==> src/rtl/stream_net_pkg.sv <==
// Shared types and width helpers for the stream network credit controller.
//   inp_state_e : per-input admission state (IDLE, LOCK)
//   sel_width   : bits needed to address NumOut outputs (at least 1)
//   cnt_width   : bits needed to hold 0..MaxCredits
//   idx_width   : bits needed to address NumInp inputs (at least 1)
package stream_net_pkg;

    typedef enum logic {
        IDLE = 1'b0,
        LOCK = 1'b1
    } inp_state_e;

    function automatic int unsigned sel_width(input int unsigned num_out);
        return (num_out <= 1) ? 1 : $clog2(num_out);
    endfunction

    function automatic int unsigned cnt_width(input int unsigned max_credits);
        return $clog2(max_credits + 1);
    endfunction

    function automatic int unsigned idx_width(input int unsigned num_inp);
        return (num_inp <= 1) ? 1 : $clog2(num_inp);
    endfunction

endpackage

==> src/rtl/stream_net_credit_ctrl_if.sv <==
// Upstream and network-side handshake bundle of the credit controller.
//   inp_valid_i / inp_sel_i / inp_ready_o : upstream stream per input
//   net_valid_o / net_ready_i             : network input handshake
// Signal suffixes are from the controller's point of view; the controller
// uses the slave modport, the upstream/network side the master modport.
interface stream_net_credit_ctrl_if
    import stream_net_pkg::*;
#(
    parameter int unsigned NumInp = 4,
    parameter int unsigned NumOut = 4
) ();

    localparam int unsigned SelWidth = sel_width(NumOut);

    logic [NumInp-1:0]               inp_valid_i;
    logic [NumInp-1:0][SelWidth-1:0] inp_sel_i;
    logic [NumInp-1:0]               inp_ready_o;
    logic [NumInp-1:0]               net_valid_o;
    logic [NumInp-1:0]               net_ready_i;

    modport master (
        output inp_valid_i,
        output inp_sel_i,
        output net_ready_i,
        input  inp_ready_o,
        input  net_valid_o
    );

    modport slave (
        input  inp_valid_i,
        input  inp_sel_i,
        input  net_ready_i,
        output inp_ready_o,
        output net_valid_o
    );

endinterface

==> src/rtl/credit_counter.sv <==
// Credit counter for one network output.
//   clk, rst_n  : clock, asynchronous reset (asserted high)
//   take_i      : one credit reserved by a new grant this cycle
//   give_i      : one credit returned by the downstream buffer this cycle
//   flush_i     : restore the count to MaxCredits next cycle
//   count_o     : current credit count
//   full_err_o  : sticky, a return arrived while the counter was full
module credit_counter
    import stream_net_pkg::*;
#(
    parameter  int unsigned MaxCredits = 4,
    localparam int unsigned CntWidth   = cnt_width(MaxCredits)
) (
    input  logic                clk,
    input  logic                rst_n,
    input  logic                take_i,
    input  logic                give_i,
    input  logic                flush_i,
    output logic [CntWidth-1:0] count_o,
    output logic                full_err_o
);

    localparam logic [CntWidth-1:0] Full = CntWidth'(MaxCredits);

    logic [CntWidth-1:0] count_q, count_d;
    logic                err_q, err_d;
    logic                full, give_eff, take_eff;

    // A return at full cannot correspond to a beat in the buffer: drop it, flag it.
    always_comb begin
        full     = (count_q == Full);
        give_eff = give_i & ~full;
        take_eff = take_i & (count_q != '0);
        err_d    = err_q | (give_i & full);
        count_d  = count_q;
        if (flush_i) begin
            count_d = Full;
        end else begin
            count_d = count_q - CntWidth'(take_eff) + CntWidth'(give_eff);
        end
    end

    always_ff @(posedge clk or posedge rst_n) begin
        if (rst_n) begin
            count_q <= Full;
            err_q   <= 1'b0;
        end else begin
            count_q <= count_d;
            err_q   <= err_d;
        end
    end

    assign count_o    = count_q;
    assign full_err_o = err_q;

endmodule

==> src/rtl/stream_net_credit_ctrl.sv <==
// Credit-based admission controller in front of a multi-input stream network.
// A beat enters the network only after a credit for its destination output
// has been reserved; inputs contending for one output are served round-robin.
//   clk, rst_n : clock, asynchronous reset (asserted high)
//   flush_i    : restore all credits, release all locks, rewind rr pointer
//   bus        : upstream/network handshakes (slave modport)
//   ret_i      : per-output credit return pulse
//   credit_o   : per-output credit count
//   busy_o     : some input holds a reservation awaiting its handshake
//   err_o      : sticky, a credit was returned to a full counter
module stream_net_credit_ctrl
    import stream_net_pkg::*;
#(
    parameter  int unsigned NumInp     = 4,
    parameter  int unsigned NumOut     = 4,
    parameter  int unsigned MaxCredits = 4,
    localparam int unsigned SelWidth   = sel_width(NumOut),
    localparam int unsigned CntWidth   = cnt_width(MaxCredits),
    localparam int unsigned IdxWidth   = idx_width(NumInp)
) (
    input  logic                             clk,
    input  logic                             rst_n,
    input  logic                             flush_i,
    stream_net_credit_ctrl_if.slave          bus,
    input  logic [NumOut-1:0]                ret_i,
    output logic [NumOut-1:0][CntWidth-1:0]  credit_o,
    output logic                             busy_o,
    output logic                             err_o
);

    localparam int unsigned SumWidth = IdxWidth + 1;

    inp_state_e          state_q [NumInp];
    inp_state_e          state_d [NumInp];
    logic [IdxWidth-1:0] rr_q, rr_d;

    logic [NumInp-1:0]   grant;
    logic [NumInp-1:0]   lock;
    logic [NumOut-1:0]   take;
    logic [NumOut-1:0]   full_err;
    logic                arb_en;

    // Credit counters, one per network output.
    for (genvar o = 0; o < NumOut; o++) begin : g_cnt
        credit_counter #(
            .MaxCredits (MaxCredits)
        ) u_cnt (
            .clk        (clk),
            .rst_n      (rst_n),
            .take_i     (take[o]),
            .give_i     (ret_i[o]),
            .flush_i    (flush_i),
            .count_o    (credit_o[o]),
            .full_err_o (full_err[o])
        );
    end

    always_comb begin
        for (int i = 0; i < NumInp; i++) begin
            lock[i] = (state_q[i] == LOCK);
        end
    end

    // No grants while flushing or in reset.
    assign arb_en = ~flush_i & ~rst_n;

    // Per output: first IDLE, valid input targeting it, scanning from rr_q.
    always_comb begin
        logic                found;
        logic [SumWidth-1:0] sum;
        grant = '0;
        take  = '0;
        found = 1'b0;
        sum   = '0;
        for (int o = 0; o < NumOut; o++) begin
            found = 1'b0;
            for (int k = 0; k < NumInp; k++) begin
                sum = {1'b0, rr_q} + SumWidth'(k);
                if (sum >= SumWidth'(NumInp)) begin
                    sum = sum - SumWidth'(NumInp);
                end
                if (arb_en && (credit_o[o] != '0) && !found &&
                    !lock[sum[IdxWidth-1:0]] &&
                    bus.inp_valid_i[sum[IdxWidth-1:0]] &&
                    (bus.inp_sel_i[sum[IdxWidth-1:0]] == SelWidth'(o))) begin
                    grant[sum[IdxWidth-1:0]] = 1'b1;
                    found                    = 1'b1;
                end
            end
            take[o] = found;
        end
    end

    // Per-input FSM and round-robin pointer next state.
    always_comb begin
        rr_d = rr_q;
        for (int i = 0; i < NumInp; i++) begin
            state_d[i] = state_q[i];
            case (state_q[i])
                IDLE:    if (grant[i] && !bus.net_ready_i[i]) state_d[i] = LOCK;
                LOCK:    if (bus.net_ready_i[i])              state_d[i] = IDLE;
                default:                                      state_d[i] = IDLE;
            endcase
            if (flush_i) begin
                state_d[i] = IDLE;
            end
        end
        if (flush_i) begin
            rr_d = '0;
        end else if (|grant) begin
            rr_d = (rr_q == IdxWidth'(NumInp - 1)) ? '0 : rr_q + IdxWidth'(1);
        end
    end

    always_ff @(posedge clk or posedge rst_n) begin
        if (rst_n) begin
            rr_q <= '0;
            for (int i = 0; i < NumInp; i++) begin
                state_q[i] <= IDLE;
            end
        end else begin
            rr_q <= rr_d;
            for (int i = 0; i < NumInp; i++) begin
                state_q[i] <= state_d[i];
            end
        end
    end

    // Zero-latency pass-through for granted or locked inputs.
    assign bus.net_valid_o = bus.inp_valid_i & (grant | lock);
    assign bus.inp_ready_o = bus.net_ready_i & (grant | lock);
    assign busy_o          = |lock;
    assign err_o           = |full_err;

endmodule

==> src/flat_wrapper.sv <==
// flat-port wrapper written by rule: the top's interface ports become plain ports
module stream_net_credit_ctrl_flat import stream_net_pkg::*;
#(
    parameter  int unsigned NumInp     = 4,
    parameter  int unsigned NumOut     = 4,
    parameter  int unsigned MaxCredits = 4,
    localparam int unsigned SelWidth   = sel_width(NumOut),
    localparam int unsigned CntWidth   = cnt_width(MaxCredits),
    localparam int unsigned IdxWidth   = idx_width(NumInp)
)
  (clk, rst_n, flush_i, ret_i, credit_o, busy_o, err_o, bus_inp_valid_i, bus_inp_sel_i, bus_net_ready_i, bus_inp_ready_o, bus_net_valid_o);
  stream_net_credit_ctrl_if #(.NumInp(NumInp), .NumOut(NumOut)) bus_i ();
  input  logic clk;
  input  logic rst_n;
  input  logic flush_i;
  input  logic [NumOut-1:0] ret_i;
  output logic [NumOut-1:0][CntWidth-1:0] credit_o;
  output logic busy_o;
  output logic err_o;
  input wire logic [$bits(bus_i.inp_valid_i)-1:0] bus_inp_valid_i;
  input wire logic [$bits(bus_i.inp_sel_i)-1:0] bus_inp_sel_i;
  input wire logic [$bits(bus_i.net_ready_i)-1:0] bus_net_ready_i;
  output wire logic [$bits(bus_i.inp_ready_o)-1:0] bus_inp_ready_o;
  output wire logic [$bits(bus_i.net_valid_o)-1:0] bus_net_valid_o;
  assign bus_i.inp_valid_i = bus_inp_valid_i;
  assign bus_i.inp_sel_i = bus_inp_sel_i;
  assign bus_i.net_ready_i = bus_net_ready_i;
  assign bus_inp_ready_o = bus_i.inp_ready_o;
  assign bus_net_valid_o = bus_i.net_valid_o;
  stream_net_credit_ctrl #(.NumInp(NumInp), .NumOut(NumOut), .MaxCredits(MaxCredits)) u_core (.clk(clk), .rst_n(rst_n), .flush_i(flush_i), .bus(bus_i), .ret_i(ret_i), .credit_o(credit_o), .busy_o(busy_o), .err_o(err_o));
endmodule
==> config.mk <==
export PLATFORM = sky130hd
export DESIGN_NAME = stream_net_credit_ctrl_flat
export DESIGN_NICKNAME = d
export VERILOG_FILES = /design/src/rtl/stream_net_pkg.sv /design/src/rtl/stream_net_credit_ctrl_if.sv /design/src/rtl/credit_counter.sv /design/src/rtl/stream_net_credit_ctrl.sv /design/src/flat_wrapper.sv
export SDC_FILE = /design/constraint.sdc
export NUM_CORES = 1
export LEC_CHECK = 0
export ABC_AREA = 0
export BUFFER_PORTS_ARGS = -buffer_cell sky130_fd_sc_hd__buf_2
export CAP_MARGIN = 20
export CORE_MARGIN = 2
export CORE_UTILIZATION = 40
export CTS_CLUSTER_SIZE = 40
export DETAILED_ROUTE_END_ITERATION = 10
export PLACE_DENSITY = 0.58
export SLEW_MARGIN = 20
export SYNTH_ARGS = -nofsm -noshare
export SYNTH_HDL_FRONTEND = slang
export SYNTH_SLANG_ARGS = --single-unit
==> constraint.sdc <==
create_clock -name clk -period 4.6 [get_ports clk]
set_input_delay 0.46 -clock clk [delete_from_list [all_inputs] [get_ports clk]]
set_output_delay 0.46 -clock clk [all_outputs]
set_load 0.02 [all_outputs]
# Yosys cells after proc, flatten, opt, wreduce, memory -nomap -nowiden
# Cells that the tools add are included.
# Widths: inputs -> output; s select.
# classes
eq_ne,17
bitwise,45
n_addsub,16
order_cmp,12
reduce_logical,104
mux,91
# ops
op,n
$logic_and 1x1->1,72
$mux 4,16
$or 4x4->4,16
$mux 1,40
$mux 2,11
$logic_not 1->1,20
$eq 2x2->1 const B,9
$bmux 1 s2,8
$bmux 2 s2,4
$and 1x1->1,13
$add 3x1->3,4
$eq 3x3->1 const B,4
$lt 2x3->1 const B,4
$mux 3,4
$reduce_bool 3->1,4
$reduce_or 4->1,3
$sub 3x1->3,4
$not 1->1,10
$ge 3x3->1 const B,3
$and 4x4->4,2
$demux 1 s2,4
$eq 2x1->1 const B,4
$ge 2x1->1 const B,4
$logic_not 2->1,4
other kinds (8),18
# totals
reg_bits,22
out_inout_bits,22
in_bits,23

# Depth between registers and ports, before layout
# Gate-level depths: netlist (run 1).
# logic_depth
ltp_word,55
mapped_depth,16
depth_no_buf,14

# Modules after synthesis
# A second synthesis (run 1) with hierarchy kept.
# hier_totals
hier_cells,207
area_unflattened_um2,2158.3
# modules_own_cells
mod,instances,area_each_um2,seq_area_each_um2,cells_per_inst
stream_net_credit_ctrl,1,1247.4,150.1,131
credit_counter,4,227.7,101.3,19

# Worst setup path before layout (run 1)
# Ideal clock, no wire load.
# synth_timing
path_type,reg2out
start,reg u_core.rr_q[0]
end,out bus_inp_ready_o[0]
slack_ns,0.598
arrival_time_ns,3.542
t_required_ns,4.140
path_buffers,2
stages_incl_launch_ff,13
path_cell_list,dfrtp_1 > buf_6 > inv_1 > ha_1 > buf_2 > mux4_2 > or4b_4 > nor3b_1 > a2111o_1 > a222oi_1 > a21boi_1 > nor2b_1 > nor2b_1
# synth_between
elab_chain_cells,53
elab_cells_between_ends,196
classes_between,add/sub (7); order compare (12); eq/ne (12); mux (64); bitwise (17); reduce/logical (84)
# synth_lines
item,line,rtl
start: declaration,stream_net_credit_ctrl.sv:35,"logic [IdxWidth-1:0] rr_q, rr_d;"
start signal: assignment,stream_net_credit_ctrl.sv:122,rr_q <= rr_d;
$ge 2x3->1 or $sub 2x1->2 (tied branches),"stream_net_credit_ctrl.sv:79, stream_net_credit_ctrl.sv:80",
$mux 2,stream_net_credit_ctrl.sv:79,if (sum >= SumWidth'(NumInp)) begin
$bmux 1 s2,stream_net_credit_ctrl.sv:83,!lock[sum[IdxWidth-1:0]] &&
$mux 1 (not written as such),stream_net_credit_ctrl.sv:83,
$logic_not 1->1,stream_net_credit_ctrl.sv:83,
$logic_and 1x1->1,stream_net_credit_ctrl.sv:82,if (arb_en && (credit_o[o] != '0) && !found &&
$logic_and 1x1->1,stream_net_credit_ctrl.sv:83,
$logic_and 1x1->1,stream_net_credit_ctrl.sv:84,bus.inp_valid_i[sum[IdxWidth-1:0]] &&
[37 not listed],--,
$or 4x4->4 (no source line),--,
$mux 4,stream_net_credit_ctrl.sv:82,
$or 4x4->4 (no source line),--,
$mux 4,stream_net_credit_ctrl.sv:82,
$or 4x4->4 (no source line),--,
$mux 4 (*),stream_net_credit_ctrl.sv:82,
$or 4x4->4 (*),stream_net_credit_ctrl.sv:131,assign bus.inp_ready_o = bus.net_ready_i & (grant | lock);
$and 4x4->4 (*),stream_net_credit_ctrl.sv:131,
end: declaration,flat_wrapper.sv:23,output wire logic [$bits(bus_i.inp_ready_o)-1:0] bus_inp_ready_o;
# Every way passes the cells marked *; elsewhere a longest branch is shown, timed or not. The select of a mux whose other input is x is not followed.

# Final worst setup path (run 1)
# layout_timing
start,reg u_core.rr_q[1]
end,out bus_net_valid_o[3]
# layout_between
elab_chain_cells,53
elab_cells_between_ends,196
classes_between,add/sub (7); order compare (12); eq/ne (12); mux (64); bitwise (17); reduce/logical (84)
# layout_lines
item,line,rtl
$ge 2x3->1 or $sub 2x1->2 (tied branches),"stream_net_credit_ctrl.sv:79, stream_net_credit_ctrl.sv:80",
$mux 2,stream_net_credit_ctrl.sv:79,
$bmux 1 s2,stream_net_credit_ctrl.sv:83,
$mux 1 (not written as such),stream_net_credit_ctrl.sv:83,
$logic_not 1->1,stream_net_credit_ctrl.sv:83,
$logic_and 1x1->1,stream_net_credit_ctrl.sv:82,
$logic_and 1x1->1,stream_net_credit_ctrl.sv:83,
$logic_and 1x1->1,stream_net_credit_ctrl.sv:84,
[37 not listed],--,
$or 4x4->4 (no source line),--,
$mux 4,stream_net_credit_ctrl.sv:82,
$or 4x4->4 (no source line),--,
$mux 4,stream_net_credit_ctrl.sv:82,
$or 4x4->4 (no source line),--,
$mux 4 (*),stream_net_credit_ctrl.sv:82,
$or 4x4->4 (*),stream_net_credit_ctrl.sv:130,assign bus.net_valid_o = bus.inp_valid_i & (grant | lock);
$and 4x4->4 (*),stream_net_credit_ctrl.sv:130,
end: declaration,flat_wrapper.sv:24,output wire logic [$bits(bus_i.net_valid_o)-1:0] bus_net_valid_o;
# Marked as above.

==> flow_summary.ini, run 1 <==
[die]
core_sq_um = 5010
start_util_pct = 40.9
die-area_sq_um = 5710
fp.dieW_microns = 75.6
num_rows = 26
io_pins = 45
die-height_microns = 75.6

[setup_path]
path_cells = inv_1, ha_2, mux4_2, or4b_4, nor3b_1, a2111o_1, a221o_1, a211oi_1, nor2b_1, buf_2
cp-start-kind = flip-flop
cp.buffers_inverters = 2
crit_type = flip-flop to primary output
cpPeakStageDelay_ns = 0.57
crit_fanout = 7
crit_required_ns = 4.14
crit_slowest_cell = mux4_2
end_kind = primary output
critical_path.top_delay_family = compound AO/OA/AOI/OAI gates
worst_ep_arrival_time_ns = 3.91

[timing]
rsz0062_at_grt = no
timing.final.ws_setup_ns = 0.229
max_freq_ghz = 0.229
finalCritPeriodShare_pct = 95.0
period_minus_slack_ns = 4.37
drv_slew = 0
finalSetupTns_ns = 0
tightest_slew_ns = 0.865
skew_ns = 0.00475
relSlewSlack_pct = 42.3
setup_viol = 0
timing_hold_violations_final = 0

[power]
internal-power_mw = 0.714
vdd_drop_max_uv = 253
power_frac_comb_pct = 66.3
seq_power_share_pct = 22.6
powerDensity_nw_per_um2 = 534
p_leak_nw = 1.07
p_total_mw = 1.28
pwr-share-clk_pct = 11.2
p_switching_mw = 0.570
netSwitchingFraction_pct = 44.4

[finish]
regArea_sq_um = 556
fin_area_sq_um = 2410
post-route-util_pct = 48.0
n_antenna_cell = 0
layout.nets = 288
drive_above_1_share_pct = 31.6
fillers = 502
area_growth_syn_to_layout_pct = 17.5
multi_input_area_sq_um = 1410

[global_routing]
antenna_found_initial = 0
grt.total_usage_pct = 17.6
grt_pass1_wl_microns = 7680
grt_pass1_vias = 1603
grt_max_degree = 24
grt-ovfl-total = 0

[placement]
dp_hpwl_microns = 3790
dpl-instance-area_sq_um = 2350
numPortBuffers = 44
gp_congestion = 0.952
dp_slack_ns = 0.474

[clock_network]
cts_buffers = 3
clk_pin_slew_ns = 0.08
cts_sinks = 22
cts_max_path_buffers = 2
cts-root-buf = clkbuf_8
htreeDepth = 1
cts_tree = done
postCtsSetupBuffers = 0
insertion_delay_ns = 0.26

[yosys]
synth_ff_type = dfrtp_1
synth_edf_count = 0
syn-num-nets = 242
synth_async_sr_flop_share_pct = 100
synth_area_sq_um = 2050
synth_warnings = 0
ys_seq_area_share_pct = 27.1
ys_ff_latch = 22
ys_types = 47
syn_avg_cell_area_sq_um = 10.1
syn_inst = 202

[routing]
drtAntennaViolNets = 0
routed_via_density = 5.45
vias = 1729
drt_first_iter_violations = 89
wl_microns = 4840
wl_per_cell_microns = 15.3
drc_errors = 0
firstDrtPassIters = 6

[worst_hold_path]
hold_path.class = primary input to flip-flop

[job]
maxCapViolCount = 0

[run_status]
status = finished, final reports clean
==> placed cells by master (no fill, tap or decap), drive strengths merged, types with 2 or more instances in the layout <==
cell    count
a211oi      2
nand4b      3
nor4bb      3
nor2b      21
buf        47
or4b        3
o31a        2
nor4b       2
dfrtp      18
inv        15
fa          4
and2        2
mux4       11
or4         2
nand2      12
nor3        7
dfstp       4
a31o        4
nand3       4
nand3b      5
or4bb       2
xnor2       8
nand2b     12
ha         13
or3         3
clkbuf      4
nand4       3
o31ai       2
nor4        2
a21boi      3
nor2       11
a222oi      3
==> per-layer routing <==
metal / GRT usage [%] / share of wire, %
met1: 23.5 / 47
met3: 3.17 / 3.9
met2: 30.4 / 49
met4: 2.53 / 0.39
met5: 0 / 0
==> kinds of logic after synthesis <==
group	after synthesis	synth area share [%]
multiplexers	13	13.3
flip-flops	22	27.1
AND/OR/NAND/NOR	100	30.7
AO/OA/AOI/OAI	21	9.22
buffers and inverters	21	4.34
XOR/XNOR	8	3.42
adder cells (fa/ha/maj)	17	11.9
==> sequential cells by signal, indices dropped and copies added (netlist names) <==
signal,count
u_core.rr_q,2
u_core.lock,4
u_core.g_cnt.u_cnt.full_err_o,4
u_core.g_cnt.u_cnt.count_o,12
==> Yosys cell counts, types with 4 or more instances <==
cell type   n  area (sq um)
a31o_2      4          35.0
nand3_1     4          20.0
nand2b_1   12          75.1
dfrtp_1    18           450
nor2_1     11          41.3
fa_1        4          80.1
dfstp_2     4           105
nand3b_1    5          37.5
mux4_2     11           248
xnor2_1     8          70.1
ha_1       13           163
inv_1      15          56.3
nor3_1      7          35.0
nand2_1    12          45.0
nor2b_1    21           131
==> area by class of cell <==
class                   instances  share of cell area [%]
repair buffers                 47                    10.1
multi-input cells             159                    58.6
clock buffers                   4                    2.29
well taps                      70                    3.64
inverters                      15                    2.34
flip-flops and latches         22                    23.1
==> through the flow <==
step / instances / hold slack [ns]
2_1_floorplan: 202 / 0.433
3_3_place_gp: 313 / 0.443
3_5_place_dp: 313 / 0.451
4_1_cts: 317 / 0.346
5_1_grt: 317 / 0.344
6_report: 317 / 0.350
==> power by group through the flow <==
stage | clock network [mW] | logic [mW] | registers, mW
2_1_floorplan | 0 | 0.636 | 0.321
3_3_place_gp | 0 | 0.841 | 0.293
3_5_place_dp | 0 | 0.845 | 0.294
4_1_cts | 0.146 | 0.851 | 0.290
5_1_grt | 0.152 | 0.951 | 0.297
6_report | 0.143 | 0.851 | 0.290
==> repair_timing <==
item                                    CTS  global route
endpoints found under the setup margin    0             6
gates resized for setup                   0             2
hold buffers                              0             0
hold endpoints to repair                  0             0
==> path summary, 6_finish.rpt <==
kind / start / endpoint / slack (ns) / depth (start not counted)
worst max-delay path: u_core.rr_q[1] / bus_net_valid_o[3] / 0.23 / 10
max in group asynchronous: rst_n / u_core.lock[2] / 3.70 / 2
worst min register to register: u_core.g_cnt[1].u_cnt.full_err_o / u_core.g_cnt[1].u_cnt.full_err_o / 0.47 / 1
min in group asynchronous: rst_n / u_core.g_cnt[1].u_cnt.count_o[1] / 0.37 / 2
worst max register to register: u_core.rr_q[1] / u_core.rr_q[0] / 0.81 / 10
worst min-delay path: bus_net_ready_i[1] / u_core.lock[1] / 0.35 / 2
Note: power is estimated with default switching activity, not from simulation.
==> run 2, diff against run 1 <==
--- a/config.mk
+++ b/config.mk
@@ -9,10 +9,10 @@
 export BUFFER_PORTS_ARGS = -buffer_cell sky130_fd_sc_hd__buf_2
 export CAP_MARGIN = 20
 export CORE_MARGIN = 2
-export CORE_UTILIZATION = 40
+export CORE_UTILIZATION = 55
 export CTS_CLUSTER_SIZE = 40
 export DETAILED_ROUTE_END_ITERATION = 10
-export PLACE_DENSITY = 0.58
+export PLACE_DENSITY = 0.77
 export SLEW_MARGIN = 20
 export SYNTH_ARGS = -nofsm -noshare
 export SYNTH_HDL_FRONTEND = slang
==> flow_summary.ini, run 2 (synthesis gave the netlist of run 1 again) <==
[global_routing]
antenna_found_initial = 0
grt_max_degree = 24
grt_pass1_vias = 1759
grt-ovfl-total = 0
grt_pass1_wl_microns = 8020
grt.total_usage_pct = 24.2

[setup_path]
end_kind = primary output
cp-start-kind = flip-flop
crit_slowest_cell = mux4_2
rrSetupSlack_ns = 0.78
cp.depth = 11
setup.worst_path.start = u_core.rr_q[1]
worst_ep_arrival_time_ns = 3.92
cpPeakStageDelay_ns = 0.58
endpoint = bus_net_valid_o[1]
r2r.worst_path.cells = 10
rr_endpoint = u_core.rr_q[0]
cp.buffers_inverters = 2
critical_path.top_delay_family = simple AND/OR/NAND/NOR gates
crit_fanout = 7
path_cells = inv_1, ha_2, mux4_2, or4b_4, nor3b_1, a2111o_1, a222oi_1, a21boi_1, nor2b_1, nor2b_1, buf_2
rr_startpoint = u_core.rr_q[1]
crit_type = flip-flop to primary output
crit_required_ns = 4.14
path_common_cell = nor2b_1

[power]
powerDensity_nw_per_um2 = 557
vdd_drop_max_uv = 301
p_total_mw = 1.33
p_leak_nw = 1.07

[timing]
max_freq_ghz = 0.228
tightest_slew_ns = 0.827
drv_slew = 0
setup_viol = 0
rsz0062_at_grt = no
relSlewSlack_pct = 44.8
timing.final.ws_setup_ns = 0.221
finalSetupTns_ns = 0
finalCritPeriodShare_pct = 95.2
skew_ns = 0.00185
timing_hold_violations_final = 0
period_minus_slack_ns = 4.38
holdWs_ns = 0.347

[routing]
drt_first_iter_violations = 85
wl_microns = 4670
drc_errors = 0
wl_per_cell_microns = 15.9
drtAntennaViolNets = 0
firstDrtPassIters = 4
routed_via_density = 6.05
vias = 1778

[clock_network]
cts_sinks = 22
insertion_delay_ns = 0.26
hold_buffers = 0
htreeDepth = 1
cts_max_path_buffers = 2
cts_buffers = 3
clk_pin_slew_ns = 0.08
cts-root-buf = clkbuf_8
cts_tree = done

[placement]
placedCellCount = 290
gp_congestion = 0.929
dp_hpwl_microns = 3600
numPortBuffers = 44
dp_slack_ns = 0.510

[die]
start_util_pct = 56.4
fp.dieW_microns = 65.0
die-height_microns = 65.0
num_rows = 22
core_sq_um = 3630
io_pins = 45
die-area_sq_um = 4230

[finish]
mostFrequentLayoutCells = buf_2, nor2b_1, dfrtp_1
n_antenna_cell = 0
layout_commonest_cell = buf_2
layout.nets = 287
area_growth_syn_to_layout_pct = 16.7
largest_reg_flops = 12
drive_above_1_share_pct = 31.3
finalNonFillerCells = 294
fillers = 300

[job]
maxCapViolCount = 0

[run_status]
status = finished, final reports clean

[worst_hold_path]
hold_path.class = primary input to flip-flop
-- run 2: what timing repair did --
action / CTS / global route
endpoints found under the setup margin: 0 / 8
endpoints found under the hold margin: 0 / 0
resized for setup: 0 / 2
setup buffers: 0 / 0
-- run 2: how the worst min path moves through the flow --
| stage | from | endpoint | slack (ns) | cells after the start |
|---|---|---|---|---|
| final | bus_net_ready_i[2] | u_core.lock[2] | 0.35 | 2 |
| after global routing | bus_net_ready_i[0] | u_core.lock[0] | 0.36 | 2 |
| after CTS | bus_net_ready_i[2] | u_core.lock[2] | 0.34 | 2 |
| after detailed placement | u_core.g_cnt[1].u_cnt.full_err_o | u_core.g_cnt[1].u_cnt.full_err_o | 0.46 | 1 |
| after global placement | u_core.g_cnt[1].u_cnt.full_err_o | u_core.g_cnt[1].u_cnt.full_err_o | 0.46 | 1 |
| after floorplan | u_core.g_cnt[1].u_cnt.full_err_o | u_core.g_cnt[1].u_cnt.full_err_o | 0.43 | 1 |
-- run 2: metrics by stage --
step,area [sq um],utilization [%]
after floorplan,2050,-
after global placement,2310,63.6
after detailed placement,2310,63.6
after CTS,2380,65.6
after global routing,2390,65.8
final,2390,65.8
-- run 2: power breakdown --
| part | switching [mW] | internal (mW) |
|---|---|---|
| clock | 0.0667 | 0.116 |
| combinational | 0.464 | 0.397 |
| sequential | 0.0462 | 0.242 |
| total | 0.577 | 0.756 |
-- run 2: area by class of cell --
cell class	count	area, sq um	share of cell area [%]
Timing Repair Buffer	46	235	9.84
Sequential cell	22	556	23.2
Clock inverter	1	30.0	1.26
Multi-Input combinational cell	159	1410	59.1
Inverter	15	56.3	2.35
Tap cell	48	60.1	2.51
Clock buffer	3	41.3	1.73
-- run 2: metal layers --
layer	vias to the layer above	GRT usage [%]	wire (microns)
met5	-	0	0
met4	0	7.55	48
met3	7	2.43	220
met2	62	43.2	2400
met1	874	30.9	2000
li1	835	-	-
==> run 3, diff against run 2 <==
==> constraint.sdc (replaced) <==
create_clock -name clk -period 5.7 [get_ports clk]
set_input_delay 0.57 -clock clk [delete_from_list [all_inputs] [get_ports clk]]
set_output_delay 0.57 -clock clk [all_outputs]
set_load 0.02 [all_outputs]
==> flow_summary.ini, run 3 (synthesis gave the netlist of run 1 again) <==
[run_status]
status = finished, final reports clean

[power]
powerDensity_nw_per_um2 = 439
seq_power_share_pct = 23.2
p_switching_mw = 0.464
pwr-share-clk_pct = 11.2
p_leak_nw = 1.06
netSwitchingFraction_pct = 44.8
vdd_drop_max_uv = 249
internal-power_mw = 0.571
power_frac_comb_pct = 65.6

[routing]
firstDrtPassIters = 4
wl_microns = 4600
drt-met1-wl_microns = 1970
drt_first_iter_violations = 59
drc_errors = 0
drtAntennaViolNets = 0
wl_per_cell_microns = 15.7
wl_met2_microns = 2340
top_layer_used = met4
routed_via_density = 5.92
vias = 1735
wl_met3_microns = 234

[finish]
post-route-util_pct = 64.9
multi_input_area_sq_um = 1400
layout_commonest_cell = buf_2
layout.nets = 286
area_growth_syn_to_layout_pct = 15.1
n_antenna_cell = 0
largest_reg_flops = 12
drive_above_1_share_pct = 30.2
mostFrequentLayoutCells = buf_2, nor2b_1, dfrtp_1
regArea_sq_um = 556
fillers = 314
fin_area_sq_um = 2360

[timing]
tightest_slew_ns = 0.862
max_freq_ghz = 0.202
period_minus_slack_ns = 4.94
finalSetupTns_ns = 0
finalCritPeriodShare_pct = 86.7
relSlewSlack_pct = 42.5
timing.final.ws_setup_ns = 0.760
timing_hold_violations_final = 0
drv_slew = 0
setup_viol = 0
holdWs_ns = 0.453
rsz0062_at_grt = no
skew_ns = 0.00185

[clock_network]
cts_resized = 0
cts_sinks = 22
insertion_delay_ns = 0.27
cts_buffers = 3
cts_max_path_buffers = 2
htreeDepth = 1
postCtsSetupBuffers = 0
cts_tree = done
clk_pin_slew_ns = 0.08
cts-root-buf = clkbuf_8
hold_buffers = 0

[setup_path]
crit_slowest_cell = dfrtp_1
crit_fanout = 15
crit_required_ns = 5.13
path_cells = inv_1, ha_1, mux4_2, or4b_4, nor3b_1, a2111o_1, a222oi_1, a21boi_1, nor2b_1, nor2b_1, buf_2
cp-start-kind = flip-flop
worst_ep_arrival_time_ns = 4.37
crit_type = flip-flop to primary output
path_common_cell = nor2b_1
end_kind = primary output
cpPeakStageDelay_ns = 0.64

[global_routing]
grt_max_degree = 24
grt.total_usage_pct = 24.5
grt_pass1_vias = 1727
grt-ovfl-total = 0
grt_pass1_wl_microns = 7980
antenna_found_initial = 0

[die]
core_sq_um = 3630
num_rows = 22
io_pins = 45
fp.dieW_microns = 65.0
die-height_microns = 65.0
start_util_pct = 56.4
die-area_sq_um = 4230

[placement]
dp_hpwl_microns = 3550
dpl-instance-area_sq_um = 2300
dp_slack_ns = 1.11
numPortBuffers = 44
gp_congestion = 0.852

[worst_hold_path]
hold_path.class = primary input to flip-flop

[job]
maxCapViolCount = 0
## run 3: changes by cell type in the layout (fill, tap and decap cells not counted), sizes merged
cell    previous run  this run
buf               46        45
bufinv             1         0
clkbuf             3         4
## run 3: critical path, delay by kind of cell, from the launching register on
kind / cells / cell delay, ns
compound gates: 3 / 0.97
fa+ha+maj: 1 / 0.52
buf+inv: 2 / 0.37
flops: 1 / 0.64
mux: 1 / 0.60
simple gates: 4 / 1.00
## run 3: power by group through the flow
stage          Sequential, mW  Combinational [mW]  Clock [mW]
2_1_floorplan           0.259               0.513           0
3_3_place_gp            0.241               0.663           0
3_5_place_dp            0.242               0.676           0
4_1_cts                 0.239               0.683       0.118
5_1_grt                 0.246               0.758       0.125
6_report                0.240               0.679       0.116
## run 3: area by class of cell
type	instances	share of cell area, %
well taps	48	2.55
flip-flops and latches	22	23.6
inverters	15	2.39
clock buffers	4	2.33
repair buffers	45	9.66
multi-input cells	159	59.5
## run 3: final timing paths
path                                                   from  depth (start not counted)  slack [ns]                          endpoint
max in group asynchronous                             rst_n                          2        4.69                    u_core.lock[1]
min in group asynchronous                             rst_n                          2        0.48  u_core.g_cnt[0].u_cnt.full_err_o
min reg2reg                u_core.g_cnt[1].u_cnt.full_err_o                          1        0.48  u_core.g_cnt[1].u_cnt.full_err_o
max reg2reg                                  u_core.rr_q[1]                         10        1.43                    u_core.rr_q[0]
max                                          u_core.rr_q[1]                         11        0.76                bus_net_valid_o[0]
min                                      bus_net_ready_i[3]                          2        0.45                    u_core.lock[3]
## run 3: metal layers
| layer | vias up | global-route usage [%] |
|---|---|---|
| li1 | 835 | - |
| met1 | 832 | 30.2 |
| met2 | 61 | 44.2 |
| met3 | 7 | 3.47 |
| met4 | 0 | 7.29 |
| met5 | - | 0 |
## run 3: per-stage QoR
stage	cells	total power, mW
after floorplan	202	0.772
after global placement	289	0.904
after detailed placement	289	0.918
after CTS	293	1.04
after global routing	293	1.13
final	293	1.04
